==> src/rtl/ryu_motion_controller.sv <==
// Ryu sprite motion controller: walk, punch and jump driven by a HID keycode.
// All motion advances once per video frame on the vs falling edge.
module ryu_motion_controller #(
  parameter int RESET_X      = 100,
  parameter int X_MAX        = 457,
  parameter int Y_GROUND     = 301,
  parameter int WALK_STEP    = 2,
  parameter int JUMP_V       = 12,
  parameter int PUNCH_FRAMES = 12
) (
  input  logic       vga_clk,
  input  logic       Reset,
  input  logic       vs,
  input  logic [7:0] keycode,
  output logic [9:0] RyuX,
  output logic [9:0] RyuY,
  output logic       punch_active,
  output logic [1:0] state
);

  typedef enum logic [1:0] {
    S_IDLE  = 2'd0,
    S_WALK  = 2'd1,
    S_PUNCH = 2'd2,
    S_JUMP  = 2'd3
  } state_t;

  localparam logic [7:0] K_A = 8'h04;
  localparam logic [7:0] K_D = 8'h07;
  localparam logic [7:0] K_W = 8'h1A;
  localparam logic [7:0] K_J = 8'h0D;

  localparam logic signed [10:0] L_STEP = 11'(WALK_STEP);
  localparam logic signed [10:0] L_XMAX = 11'(X_MAX);
  localparam logic signed [10:0] L_YG   = 11'(Y_GROUND);
  localparam logic [9:0]         L_X0   = 10'(RESET_X);
  localparam logic [7:0]         L_CNT0 = 8'(PUNCH_FRAMES - 1);
  localparam logic signed [5:0]  L_VY0  = 6'(-JUMP_V);

  logic                r_vs;
  state_t              r_state, w_nstate;
  logic [9:0]          r_x, w_nx;
  logic [9:0]          r_y, w_ny;
  logic [7:0]          r_cnt, w_ncnt;
  logic signed [5:0]   r_vy, w_nvy;
  logic signed [1:0]   r_dir, w_ndir;
  logic signed [1:0]   r_wdir, w_nwdir;
  logic                r_armed, w_narmed;
  logic                r_punch;
  logic                w_tick;
  logic                w_ka, w_kd, w_kw, w_kj;
  logic signed [10:0]  w_xs, w_ys, w_vyx, w_dx, w_yn;

  function automatic logic [9:0] f_clamp(input logic signed [10:0] v);
    if (v[10])
      return 10'd0;
    else if (v > L_XMAX)
      return L_XMAX[9:0];
    else
      return v[9:0];
  endfunction

  assign w_tick = r_vs & ~vs;
  assign w_ka   = (keycode == K_A);
  assign w_kd   = (keycode == K_D);
  assign w_kw   = (keycode == K_W);
  assign w_kj   = (keycode == K_J);
  assign w_xs   = signed'({1'b0, r_x});
  assign w_ys   = signed'({1'b0, r_y});
  assign w_vyx  = signed'({{5{r_vy[5]}}, r_vy});
  assign w_yn   = w_ys + w_vyx;

  // horizontal jump drift from the captured direction
  always_comb begin
    w_dx = 11'sd0;
    case (r_dir)
      2'sb11:  w_dx = -L_STEP;
      2'sb01:  w_dx = L_STEP;
      default: w_dx = 11'sd0;
    endcase
  end

  // vs edge detector producing the per-frame tick
  always_ff @(posedge vga_clk) begin
    if (Reset) r_vs <= 1'b1;
    else       r_vs <= vs;
  end

  // FSM state register
  always_ff @(posedge vga_clk) begin
    if (Reset)       r_state <= S_IDLE;
    else if (w_tick) r_state <= w_nstate;
  end

  // next state and next motion values for the coming frame tick
  always_comb begin
    w_nstate = r_state;
    w_nx     = r_x;
    w_ny     = r_y;
    w_ncnt   = r_cnt;
    w_nvy    = r_vy;
    w_ndir   = r_dir;
    w_nwdir  = r_wdir;
    w_narmed = r_armed | ~w_kj;
    case (r_state)
      S_IDLE, S_WALK: begin
        unique case (1'b1)
          (w_kj && r_armed): begin
            w_nstate = S_PUNCH;
            w_ncnt   = L_CNT0;
            w_narmed = 1'b0;
          end
          w_kw: begin
            w_nstate = S_JUMP;
            w_nvy    = L_VY0;
            w_ndir   = (r_state == S_WALK) ? r_wdir : 2'sb00;
          end
          w_ka: begin
            w_nstate = S_WALK;
            w_nx     = f_clamp(w_xs - L_STEP);
            w_nwdir  = 2'sb11;
          end
          w_kd: begin
            w_nstate = S_WALK;
            w_nx     = f_clamp(w_xs + L_STEP);
            w_nwdir  = 2'sb01;
          end
          default: w_nstate = S_IDLE;
        endcase
      end
      S_PUNCH: begin
        if (r_cnt == 8'd0) w_nstate = S_IDLE;
        else               w_ncnt   = r_cnt - 8'd1;
      end
      S_JUMP: begin
        w_nx = f_clamp(w_xs + w_dx);
        if (w_yn >= L_YG) begin
          w_ny     = L_YG[9:0];
          w_nstate = S_IDLE;
          w_nvy    = 6'sd0;
          w_ndir   = 2'sb00;
        end else begin
          w_ny  = w_yn[9:0];
          w_nvy = r_vy + 6'sd1;
        end
      end
      default: w_nstate = S_IDLE;
    endcase
  end

  // motion datapath registers, advanced only on frame ticks
  always_ff @(posedge vga_clk) begin
    if (Reset) begin
      r_x     <= L_X0;
      r_y     <= L_YG[9:0];
      r_cnt   <= 8'd0;
      r_vy    <= 6'sd0;
      r_dir   <= 2'sb00;
      r_wdir  <= 2'sb00;
      r_armed <= 1'b1;
      r_punch <= 1'b0;
    end else if (w_tick) begin
      r_x     <= w_nx;
      r_y     <= w_ny;
      r_cnt   <= w_ncnt;
      r_vy    <= w_nvy;
      r_dir   <= w_ndir;
      r_wdir  <= w_nwdir;
      r_armed <= w_narmed;
      r_punch <= (w_nstate == S_PUNCH);
    end
  end

  assign RyuX         = r_x;
  assign RyuY         = r_y;
  assign punch_active = r_punch;
  assign state        = r_state;

endmodule

==> config.mk <==
export PLATFORM = sky130hd
export DESIGN_NAME = ryu_motion_controller
export DESIGN_NICKNAME = d
export VERILOG_FILES = /design/src/rtl/ryu_motion_controller.sv
export SDC_FILE = /design/constraint.sdc
export NUM_CORES = 1
export LEC_CHECK = 0
export ABC_AREA = 1
export CAP_MARGIN = 20
export CORE_MARGIN = 1
export CORE_UTILIZATION = 40
export CTS_CLUSTER_SIZE = 12
export DETAILED_ROUTE_END_ITERATION = 12
export HOLD_SLACK_MARGIN = 0.06
export PLACE_DENSITY = 0.67
export SLEW_MARGIN = 25
export SYNTH_ARGS = -nofsm -noshare
export SYNTH_HDL_FRONTEND = slang
export SYNTH_SLANG_ARGS = --single-unit
==> constraint.sdc <==
create_clock -name vga_clk -period 3.8 [get_ports vga_clk]
set_input_delay 0.57 -clock vga_clk [delete_from_list [all_inputs] [get_ports vga_clk]]
set_output_delay 0.57 -clock vga_clk [all_outputs]
set_load 0.005 [all_outputs]
Word-level counts from Yosys, hierarchy flattened
Index checks and enable logic that the tools add are counted.
W data, S select, Z words.

storage, ports and cells
  flip-flop bits (word level) = 43
  latch bits = 0
  memory bits (writable) = 0
  ROM bits = 0
  input port bits = 11
  output and inout bits = 23
  logic and storage cells = 80
  memories = 0

operators by class
  $add $sub $neg = 6
  multipliers = 0
  divide/modulo/power cells = 0
  $lt $le $gt $ge = 4
  equal/unequal tests = 15
  shift operators = 0
  multiplexer cells = 27
  bitwise operators = 4
  reduce and logical (&&, ||, !) cells = 14

operators with widths
  kind                     number
  $mux W10                 7
  $pmux W10 S2             2
  $gt A11 B10 Y1 const B   3
  $pmux W11 S2             1
  $eq A8 B3 Y1 const B     2
  $mux W8                  2
  $pmux W8 S2              1
  $mux W6                  2
  $pmux W2 S3              2
  $pmux W6 S2              1
  $add A10 B2 Y11 const B  1
  $add A11 B11 Y11         1
  $add A11 B6 Y11          1
  $ge A11 B10 Y1 const B   1
  $sub A10 B2 Y11 const B  1
  $mux W2                  5
  $reduce_and A3 Y1        3
  $eq A2 B2 Y1 const B     4
  $eq A8 B4 Y1 const B     1
  $eq A8 B5 Y1 const B     1
  $logic_not A8 Y1         1
  $ne A2 B2 Y1 const B     4
  $pmux W2 S2              2
  $reduce_and A4 Y1        2
  other kinds (13)         19

Depth between registers and ports, before layout
Gate-level depths: netlist of run 1.

  word-level depth = 7
  depth in mapped cells = 19
  gate-level depth less buffers = 19

Least setup slack after synthesis of run 1
No wires, ideal clock.

  path type = reg-to-reg
  start = reg r_vy[0]
  end = reg r_vy[3]
  setup time = 0.120 ns
  arrival = 1.953 ns
  required time = 3.680 ns
  setup slack = 1.727 ns
  stages on the path, launching flop included = 17
  path buffers = 0
  clock period less this slack = 2.073 ns
  cell sequence = dfxtp_1 > ha_1 > inv_1 > fa_1 > inv_1 > nand3_1 > nand3b_1 > nand2_1 > nand2_1 > nand2_1 > nand3_1 > nand2_1 > nand2_2 > nand2_4 > nand2_2 > nand2_1 > nor3b_2

between the ends
  word-level cells in the longest chain between the ends = 4
  elaborated cells on any way between the ends = 5
  those cells by class = add/sub: 2; order compare: 1; mux: 2

RTL lines
  element                 line  text
  start, declared         45    logic signed [5:0] r_vy, w_nvy;
  start signal, assigned  166   r_vy <= w_nvy;
  $add A11 B6 Y11         71    assign w_yn = w_ys + w_vyx;
  $ge A11 B10 Y1          137   if (w_yn >= L_YG) begin
  $mux W6 (*)             137
  $pmux W6 S2 (*)         105   case (r_state)

Every way passes the cells marked *; elsewhere a longest branch is shown, timed or not.
A chain may end at the register's enable or synchronous reset.

Worst setup path after layout of run 1
  start = reg r_x[1], in the netlist RyuX[1]
  end = reg r_x[2], in the netlist RyuX[2]

between the ends
  word-level cells in the longest chain between the ends = 6
  elaborated cells on any way between the ends = 14
  those cells by class = add/sub: 3; order compare: 3; mux: 8

RTL lines
  element                                                    line      text
  start, declared                                            42        logic [9:0] r_x, w_nx;
  start signal, assigned                                     163       r_x <= w_nx;
  $add A10 B2 Y11 / $sub A10 B2 Y11 (equally long branches)  125, 120
  $gt A11 B10 Y1                                             57        else if (v > L_XMAX)
  $mux W10                                                   57
  $mux W10                                                   55        if (v[10])
  $pmux W10 S2                                               107       unique case (1'b1)
  $pmux W10 S2 (*)                                           105

Marked as above.

==> impl_metrics.env, run 1 <==
export IMPL_grt_pass1_vias=3829
export IMPL_numPlacedInstances=789
export IMPL_dr_pass1_iters=4
export IMPL_worst_slew_pin_slew_ps=636
export IMPL_status="finished clean"
export IMPL_fin_ws_ps=1300
export IMPL_min_path_type="reg2reg"
export IMPL_synth_ff_type="dfxtp_1"
export IMPL_r2r_end="RyuX[2]$_SDFFE_PP1P_"
export IMPL_skew_ps=7.63
export IMPL_drv_slew=0
export IMPL_final_common_cell="nand2_1"
export IMPL_syn2layout_area_growth_pct=12.6
export IMPL_synth_seq_area_share_pct=21.5
export IMPL_clkPwrFrac_pct=41.5
export IMPL_p_int_uw=669
export IMPL_die_w_um=102
export IMPL_ys_warn_count=0
export IMPL_insertedDiodeCount=0
export IMPL_crit_path_end="RyuX[2]$_SDFFE_PP1P_"
export IMPL_netlist_area_mm2=0.00400
export IMPL_yosys_cell_types_count=51
export IMPL_io_buffers=33
export IMPL_fin_nets=694
export IMPL_fp_dieH_um=102
export IMPL_whs_ps=479
export IMPL_syn_inst=637
export IMPL_wl_per_cell_um=12.6
export IMPL_cts_resized_gates=0
export IMPL_p_leak_nw=2.05
export IMPL_async_flop_share_pct=0
export IMPL_hold_start="r_armed$_SDFFE_PP1P_"
export IMPL_fin_area_mm2=0.00451
export IMPL_power_frac_comb_pct=5.8
export IMPL_rr_startpoint="RyuX[1]$_SDFFE_PP0P_"
export IMPL_sw_frac_of_total_pct=22.7
export IMPL_grt_usage_pct=20.4
export IMPL_initial_utilization_pct=41.1
export IMPL_ant_nets=0
export IMPL_max_freq_mhz=400
export IMPL_cts_setup_buffers=0
export IMPL_final_cell_mix="194 x nand2_1, 78 x inv_1, 54 x nor2_1"
export IMPL_worstPathArrival_ps=2680
export IMPL_peakVddDrop_mv=0.146
export IMPL_synth_area_per_cell_um2=6.28
export IMPL_end_kind="register"
export IMPL_syn_num_nets=668
export IMPL_final_cells=797
export IMPL_postLayoutCoreUtil_pct=46.3
export IMPL_place_congestion=0.896
export IMPL_drive_gt1_share_pct=10.2
export IMPL_clk_pin_slew_ps=90
export IMPL_core_area_mm2=0.00973
export IMPL_required_ps=3980
export IMPL_cts_tree="yes"
export IMPL_dpl_worst_slack_ps=1050
export IMPL_cts_root_buf="clkbuf_8"
export IMPL_htree_levels=2
export IMPL_fp_dieArea_mm2=0.0104
export IMPL_drc=0
export IMPL_path_max_fanout=14
export IMPL_num_vias=4084
export IMPL_p_sw_uw=197
export IMPL_multiInputGateArea_mm2=0.00271
export IMPL_p_per_area_mw_per_mm2=192
export IMPL_cts_sinks=43
export IMPL_place_area_mm2=0.00439
export IMPL_maxCapViolations=0
export IMPL_finalPower_uw=866
export IMPL_vias_per_cell=5.12
export IMPL_setup_violations=0
export IMPL_grt_antenna_before_repair=0
export IMPL_ys_ff_latch=43
export IMPL_crit_path_start_kind="register"
export IMPL_min_path_cells=2
export IMPL_fp_row_count=36
export IMPL_hold_violations=0
export IMPL_max_slew_margin_pct=57.6
export IMPL_fillerInstances=1072
export IMPL_clockBufferDepth=2
export IMPL_grt_max_degree=24
export IMPL_synth_edf_count=0
export IMPL_p_seq_share_pct=52.7
export IMPL_drtIter0Drc=217
export IMPL_grt_pass1_wl_mm=17.0
export IMPL_ctsHoldBuffers=0
export IMPL_rsz0062_at_grt="false"
export IMPL_min_period_ps=2500
export IMPL_r2r_setup_slack_ps=1300
export IMPL_path_class="reg2reg"
export IMPL_fin_setup_tns_ps=0
export IMPL_regArea_um2=861
export IMPL_grt_ovfl_total=0
export IMPL_drt_wl_total_mm=10.0
export IMPL_cts_buffers=5
export IMPL_fin_crit_sh_pct=65.8
export IMPL_ios=34
export IMPL_startpoint="RyuX[1]$_SDFFE_PP0P_"
export IMPL_reg2reg_depth=14
export IMPL_hpwl_mm=7.83
export IMPL_clock_latency_ps=300
-- cell type report --
cell class                 instances  share of cell area [%]
tap                              133                    3.69
inverter                          83                    6.91
multi-input combinational        495                    60.1
clock inverter                     3                   0.972
timing repair buffer              35                    7.66
clock buffer                       5                    1.53
sequential                        43                    19.1
-- worst min path at each step --
stage | slack [ps] | to
2_1_floorplan | 430 | r_wdir[0]$_SDFFE_PP0P_
3_3_place_gp | 450 | r_wdir[0]$_SDFFE_PP0P_
3_5_place_dp | 450 | r_wdir[0]$_SDFFE_PP0P_
4_1_cts | 490 | r_armed$_SDFFE_PP1P_
5_1_grt | 510 | r_wdir[0]$_SDFFE_PP0P_
6_report | 480 | r_armed$_SDFFE_PP1P_
-- Yosys cell counts, types with 4 or more instances --
| cell type | count | area [um2] |
|---|---|---|
| nand3_2 | 7 | 70.1 |
| nand3b_1 | 7 | 52.6 |
| nor3_1 | 7 | 35.0 |
| buf_6 | 4 | 45.0 |
| o21ai_0 | 21 | 105 |
| nand2_2 | 14 | 87.6 |
| inv_1 | 78 | 293 |
| xor2_1 | 8 | 70.1 |
| nand4_1 | 15 | 93.8 |
| nor2_1 | 54 | 203 |
| nand3_1 | 51 | 255 |
| dfxtp_1 | 43 | 861 |
| nand2_1 | 194 | 728 |
| inv_2 | 4 | 15.0 |
| buf_4 | 4 | 30.0 |
| ha_1 | 19 | 238 |
| nor2_2 | 7 | 43.8 |
| a21oi_1 | 39 | 195 |
| nand4_2 | 5 | 62.6 |
| o21ai_1 | 4 | 20.0 |
-- state kept, by name, indices dropped and copies added, names as in the netlist --
name / count
state: 2
r_cnt: 8
RyuY: 10
r_vy: 6
r_vs: 1
r_armed: 1
r_wdir: 2
RyuX: 10
punch_active: 1
r_dir: 2
-- worst max-delay path, stage by stage, from the launching register on --
cell	delay, ps
dfxtp_1	700
inv_1	210
ha_1	320
xor2_1	230
nand3_1	110
nand3_1	140
nand3_2	140
nand4_2	130
inv_2	50
nand2_1	50
nand2_1	40
nor2_1	110
nand2_1	50
nand2_1	50
nand2_1	50
-- metal layers --
layer	track usage (%)	vias to the layer above	routed length, um
li1	-	2126	-
met1	25.3	1840	4520
met2	35.5	94	4810
met3	2.53	24	409
met4	9.01	0	293
met5	0	-	0
-- power groups by stage --
stage	logic (mW)	registers [mW]	clock network (mW)
floorplan	0.0290	0.465	0
global placement	0.0494	0.467	0
detailed placement	0.0501	0.467	0
CTS	0.0503	0.456	0.370
global route	0.0562	0.457	0.385
finish	0.0501	0.456	0.359
-- kinds of logic (layout without fill, tap and decap cells) --
kind of cell,count (synthesis),count (layout),share of synthesized area [%]
adder cells (fa/ha/maj),20,20,6.44
AO/OA/AOI/OAI,80,80,11.5
flip-flops,43,43,21.5
XOR/XNOR,15,15,4.03
AND/OR/NAND/NOR,380,380,45.7
buffers and inverters,99,126,10.8
(Power assumes the default switching activity.)
==> run 2: changes to the inputs <==
==> constraint.sdc (replaced) <==
create_clock -name vga_clk -period 2.4 [get_ports vga_clk]
set_input_delay 0.36 -clock vga_clk [delete_from_list [all_inputs] [get_ports vga_clk]]
set_output_delay 0.36 -clock vga_clk [all_outputs]
set_load 0.005 [all_outputs]
==> run 2 against run 1 <==
Net effect:
- critical path depth unchanged
- routed wire length is 4.5% higher
- non-clock buffer count rose by 21
- clock skew fell by 0.94 ps
- die area stayed put
- combinational power up 71%
- hold slack worse by 2.6 ps
- design area is 4.3% higher
- via count grew 2.0%
- fmax increased by 11%
- largest power group unchanged
==> impl_metrics.env, run 2 (synthesized netlist as in run 1, its figures left out) <==
export IMPL_status="finished clean"
export IMPL_min_path_type="reg2reg"
export IMPL_worstPathArrival_ps=2430
export IMPL_peakVddDrop_mv=0.285
export IMPL_power_frac_comb_pct=6.1
export IMPL_met1_usage_pct=26.8
export IMPL_insertedDiodeCount=0
export IMPL_drive_gt1_share_pct=14.6
export IMPL_cts_tree="yes"
export IMPL_p_leak_nw=2.16
export IMPL_grt_pass1_wl_mm=17.9
export IMPL_busiest_layer="met2"
export IMPL_p_sw_uw=319
export IMPL_maxCapViolations=0
export IMPL_finalPower_mw=1.41
export IMPL_fp_dieH_um=102
export IMPL_postLayoutCoreUtil_pct=48.3
export IMPL_hold_violations=0
export IMPL_die_w_um=102
export IMPL_fillerInstances=1037
export IMPL_grt_usage_pct=21.5
export IMPL_grt_max_degree=23
export IMPL_clockBufferDepth=2
export IMPL_max_stage_delay_ps=570
export IMPL_clk_pin_slew_ps=90
export IMPL_hpwl_mm=8.27
export IMPL_place_congestion=0.947
export IMPL_ant_nets=0
export IMPL_gr_usage_met3_pct=3.08
export IMPL_sw_frac_of_total_pct=22.6
export IMPL_clkPwrFrac_pct=42.7
export IMPL_drv_slew=0
export IMPL_required_ps=2590
export IMPL_final_cell_mix="193 x nand2_1, 77 x inv_1, 54 x nor2_1"
export IMPL_cts_root_buf="clkbuf_8"
export IMPL_numPlacedInstances=805
export IMPL_wl_per_cell_um=12.8
export IMPL_cts_sinks=43
export IMPL_regArea_um2=871
export IMPL_fin_nets=715
export IMPL_crit_top_cell="nand2_1"
export IMPL_syn2layout_area_growth_pct=17.4
export IMPL_vias_per_cell=5.09
export IMPL_skew_ps=6.69
export IMPL_setup_violations=0
export IMPL_p_int_mw=1.09
export IMPL_initial_utilization_pct=41.1
export IMPL_drtIter0Drc=172
export IMPL_path_class="reg2reg"
export IMPL_worst_slew_pin_slew_ps=610
export IMPL_slowest_stage="dfxtp_1"
export IMPL_use_met2_pct=38.6
export IMPL_cts_buffers=5
export IMPL_fin_crit_sh_pct=93.6
export IMPL_clock_latency_ps=300
export IMPL_core_area_mm2=0.00973
export IMPL_min_period_ps=2250
export IMPL_p_seq_share_pct=51.2
export IMPL_fp_dieArea_mm2=0.0104
export IMPL_ios=34
export IMPL_max_freq_mhz=445
export IMPL_grt_pass1_vias=3967
export IMPL_place_area_mm2=0.00451
export IMPL_final_common_cell="nand2_1"
export IMPL_drc=0
export IMPL_grt_ovfl_total=0
export IMPL_multiInputGateArea_mm2=0.00273
export IMPL_fin_area_mm2=0.00470
export IMPL_path_max_fanout=9
export IMPL_io_buffers=33
export IMPL_fp_row_count=36
export IMPL_max_slew_margin_pct=59.3
export IMPL_grt_antenna_before_repair=0
export IMPL_htree_levels=2
export IMPL_crit_path_start_kind="register"
export IMPL_drt_wl_total_mm=10.5
export IMPL_final_cells=818
export IMPL_ctsHoldBuffers=0
export IMPL_dr_pass1_iters=5
export IMPL_crit_chain="nand3_1 > nand2_1 > inv_1 > ha_1 > inv_1 > nand2_1 > nand2_1 > nand2_1 > nand4_1 > nand3b_1 > nand2_2 > nor2_1 > o21ai_1 > a21oi_1"
export IMPL_num_vias=4164
export IMPL_p_per_area_mw_per_mm2=299
export IMPL_rsz0062_at_grt="true"
export IMPL_end_kind="register"
export IMPL_whs_ps=477
run 2: cell types whose count changed in the layout (fill, tap and decap cells not counted), sizes merged:
cell,change
clkinv,-1
clkbuf,+1
buf,+21
run 2: stage by stage:
stage          worst slack [ps]  setup TNS [ps]
3_5_place_dp               61.5               0
5_1_grt                   -18.8           -43.2
6_report                    153               0
4_1_cts                    63.3               0
2_1_floorplan               327               0
3_3_place_gp                141               0
run 2: metal layers:
layer | part of all wire [%] | wire, um
met5 | 0 | 0
met4 | 1.3 | 139
met3 | 4.1 | 427
met2 | 48 | 5050
met1 | 46 | 4870
run 2: cell type report:
cell class	count	area share [%]
inverter	83	6.63
multi-input combinational	495	58.1
sequential	43	18.5
clock inverter	2	0.745
timing repair buffer	56	10.7
clock buffer	6	1.76
tap	133	3.54
run 2: final timing paths:
| kind | end | start | cells past startpoint | slack (ps) |
|---|---|---|---|---|
| hold reg to reg | r_wdir[0]$_SDFFE_PP0P_ | r_wdir[0]$_SDFFE_PP0P_ | 2 | 480 |
| setup reg to reg | RyuX[8]$_SDFFE_PP0P_ | r_dir[0]$_SDFFE_PP0P_ | 14 | 150 |
| hold / removal | r_wdir[0]$_SDFFE_PP0P_ | r_wdir[0]$_SDFFE_PP0P_ | 2 | 480 |
| setup / recovery | RyuX[8]$_SDFFE_PP0P_ | r_dir[0]$_SDFFE_PP0P_ | 14 | 150 |
run 2: critical path: cells and delay by family (launching register included):
| kind | cells | cell delay (ps) |
|---|---|---|
| fa+ha+maj | 1 | 170 |
| compound gates | 2 | 330 |
| buf+inv | 2 | 90 |
| flops | 1 | 570 |
| simple gates | 9 | 960 |
run 2: repair_timing:
item	4_1_cts	5_1_grt
setup endpoints to repair	0	19
gates resized for setup	0	13
buffers inserted	0	5
run 2: power groups by stage:
stage / Clock (mW) / Sequential [mW] / Combinational [mW]
after floorplan: 0 / 0.737 / 0.0459
after global placement: 0 / 0.738 / 0.0834
after detailed placement: 0 / 0.738 / 0.0845
after CTS: 0.617 / 0.722 / 0.0849
after global routing: 0.643 / 0.721 / 0.0951
final: 0.601 / 0.720 / 0.0858
==> run 3: changes to the inputs <==
--- a/config.mk
+++ b/config.mk
@@ -7,12 +7,11 @@
 export LEC_CHECK = 0
 export ABC_AREA = 1
 export CAP_MARGIN = 20
-export CORE_MARGIN = 1
-export CORE_UTILIZATION = 40
+export CORE_UTILIZATION = 55
 export CTS_CLUSTER_SIZE = 12
 export DETAILED_ROUTE_END_ITERATION = 12
 export HOLD_SLACK_MARGIN = 0.06
-export PLACE_DENSITY = 0.67
+export PLACE_DENSITY = 0.84
 export SLEW_MARGIN = 25
 export SYNTH_ARGS = -nofsm -noshare
 export SYNTH_HDL_FRONTEND = slang
==> run 3 against run 2 <==
Net effect:
- global-route usage up 6.6 points
- largest cell class unchanged
- fmax down 2.7%
- highest routed layer unchanged
- hold slack worse by 7.9 ps
==> impl_metrics.env, run 3 (synthesized netlist as in run 1, its figures left out) <==
export IMPL_p_per_area_mw_per_mm2=300
export IMPL_max_slew_margin_pct=63.4
export IMPL_place_congestion=0.909
export IMPL_ant_nets=0
export IMPL_drive_gt1_share_pct=15.2
export IMPL_fin_setup_tns_ps=0
export IMPL_cts_sinks=43
export IMPL_htree_levels=2
export IMPL_fin_nets=715
export IMPL_clock_latency_ps=310
export IMPL_drtIter0Drc=240
export IMPL_wl_per_cell_um=13.5
export IMPL_dr_pass1_iters=5
export IMPL_grt_antenna_before_repair=0
export IMPL_grt_max_degree=23
export IMPL_postLayoutCoreUtil_pct=67.7
export IMPL_dpl_worst_slack_ps=37.9
export IMPL_required_ps=2630
export IMPL_hold_start="r_wdir[0]$_SDFFE_PP0P_"
export IMPL_insertedDiodeCount=0
export IMPL_fp_dieH_um=87.3
export IMPL_final_cell_mix="193 x nand2_1, 77 x inv_1, 54 x nor2_1"
export IMPL_cts_tree="yes"
export IMPL_rr_startpoint="r_vy[4]$_SDFFE_PP0P_"
export IMPL_grt_pass1_wl_mm=17.2
export IMPL_clk_pin_slew_ps=100
export IMPL_core_area_mm2=0.00691
export IMPL_fp_dieArea_mm2=0.00762
export IMPL_min_path_type="reg2reg"
export IMPL_initial_utilization_pct=58.0
export IMPL_skew_ps=19.7
export IMPL_grt_ovfl_total=0
export IMPL_fin_crit_sh_pct=96.2
export IMPL_grt_pass1_vias=3882
export IMPL_ctsHoldBuffers=0
export IMPL_vias_per_cell=5.47
export IMPL_maxCapViolations=0
export IMPL_cts_root_buf="clkbuf_8"
export IMPL_startpoint="r_vy[4]$_SDFFE_PP0P_"
export IMPL_fin_area_mm2=0.00468
export IMPL_crit_path_end="r_dir[1]$_SDFFE_PP0P_"
export IMPL_die_w_um=87.3
export IMPL_final_cells=781
export IMPL_grt_usage_pct=28.1
export IMPL_peakVddDrop_mv=0.261
export IMPL_p_leak_nw=2.18
export IMPL_end_kind="register"
export IMPL_cts_buffers=5
export IMPL_r2r_setup_slack_ps=90
export IMPL_final_common_cell="nand2_1"
export IMPL_setup_violations=0
export IMPL_whs_ps=469
export IMPL_finalPower_mw=1.40
export IMPL_worstPathArrival_ps=2530
export IMPL_worst_slew_pin_slew_ps=549
export IMPL_reg2reg_depth=16
export IMPL_hold_violations=0
export IMPL_syn2layout_area_growth_pct=16.8
export IMPL_fin_ws_ps=91.6
export IMPL_min_period_ps=2310
export IMPL_r2r_end="r_dir[1]$_SDFFE_PP0P_"
export IMPL_num_vias=4269
export IMPL_rsz0062_at_grt="true"
export IMPL_drc=0
export IMPL_numPlacedInstances=764
export IMPL_crit_path_start_kind="register"
export IMPL_status="finished clean"
export IMPL_hpwl_mm=8.02
export IMPL_path_max_fanout=10
export IMPL_place_area_mm2=0.00444
export IMPL_drt_wl_total_mm=10.6
export IMPL_ios=34
export IMPL_fp_row_count=30
export IMPL_clockBufferDepth=2
export IMPL_max_freq_mhz=433
export IMPL_drv_slew=0
export IMPL_io_buffers=33
export IMPL_path_class="reg2reg"
[run 3: layer usage]
layer	GRT usage, %	part of all wire [%]
met1	33.8	42
met3	2.84	4.7
met2	50.3	49
met5	0	0
met4	12.1	3.6
[run 3: repair_timing]
item / CTS / global route
setup buffers: 0 / 9
gates resized for setup: 2 / 17
endpoints found under the setup margin: 1 / 28
pin swaps: 0 / 1
[run 3: worst min-delay path by stage]
stage | end | cells past startpoint
finish | r_wdir[0]$_SDFFE_PP0P_ | 2
global route | r_wdir[0]$_SDFFE_PP0P_ | 2
CTS | r_wdir[0]$_SDFFE_PP0P_ | 2
detailed placement | r_wdir[0]$_SDFFE_PP0P_ | 2
global placement | r_wdir[0]$_SDFFE_PP0P_ | 2
floorplan | r_wdir[0]$_SDFFE_PP0P_ | 2
[run 3: critical path, cell delays in order (launching register included)]
cell and delay, ps:
dfxtp_1 440, ha_1 330, nand2_1 100, nand2_1 70
a21oi_1 180, nand2_1 120, a21oi_2 180, inv_1 60
nand2_1 80, nand2_1 90, nand2_4 130, nand2_8 90
nand2_4 80, nand2_1 70, nand2_1 70, nand2_1 40
nor2_1 110
[run 3: report_power, final]
part / total (mW) / switching [mW] / internal, mW
combinational: 0.0871 / 0.0512 / 0.0359
clock: 0.593 / 0.280 / 0.314
sequential: 0.722 / 0.00484 / 0.717
total: 1.40 / 0.336 / 1.07
[run 3: layout make-up]
cell class / instances / area, um2
Multi-Input combinational cell: 495 / 2750
Fill cell: 642 / 2230
Sequential cell: 43 / 872
Timing Repair Buffer: 56 / 503
Inverter: 83 / 312
Tap cell: 96 / 120
Clock buffer: 5 / 68.8
Clock inverter: 3 / 46.3
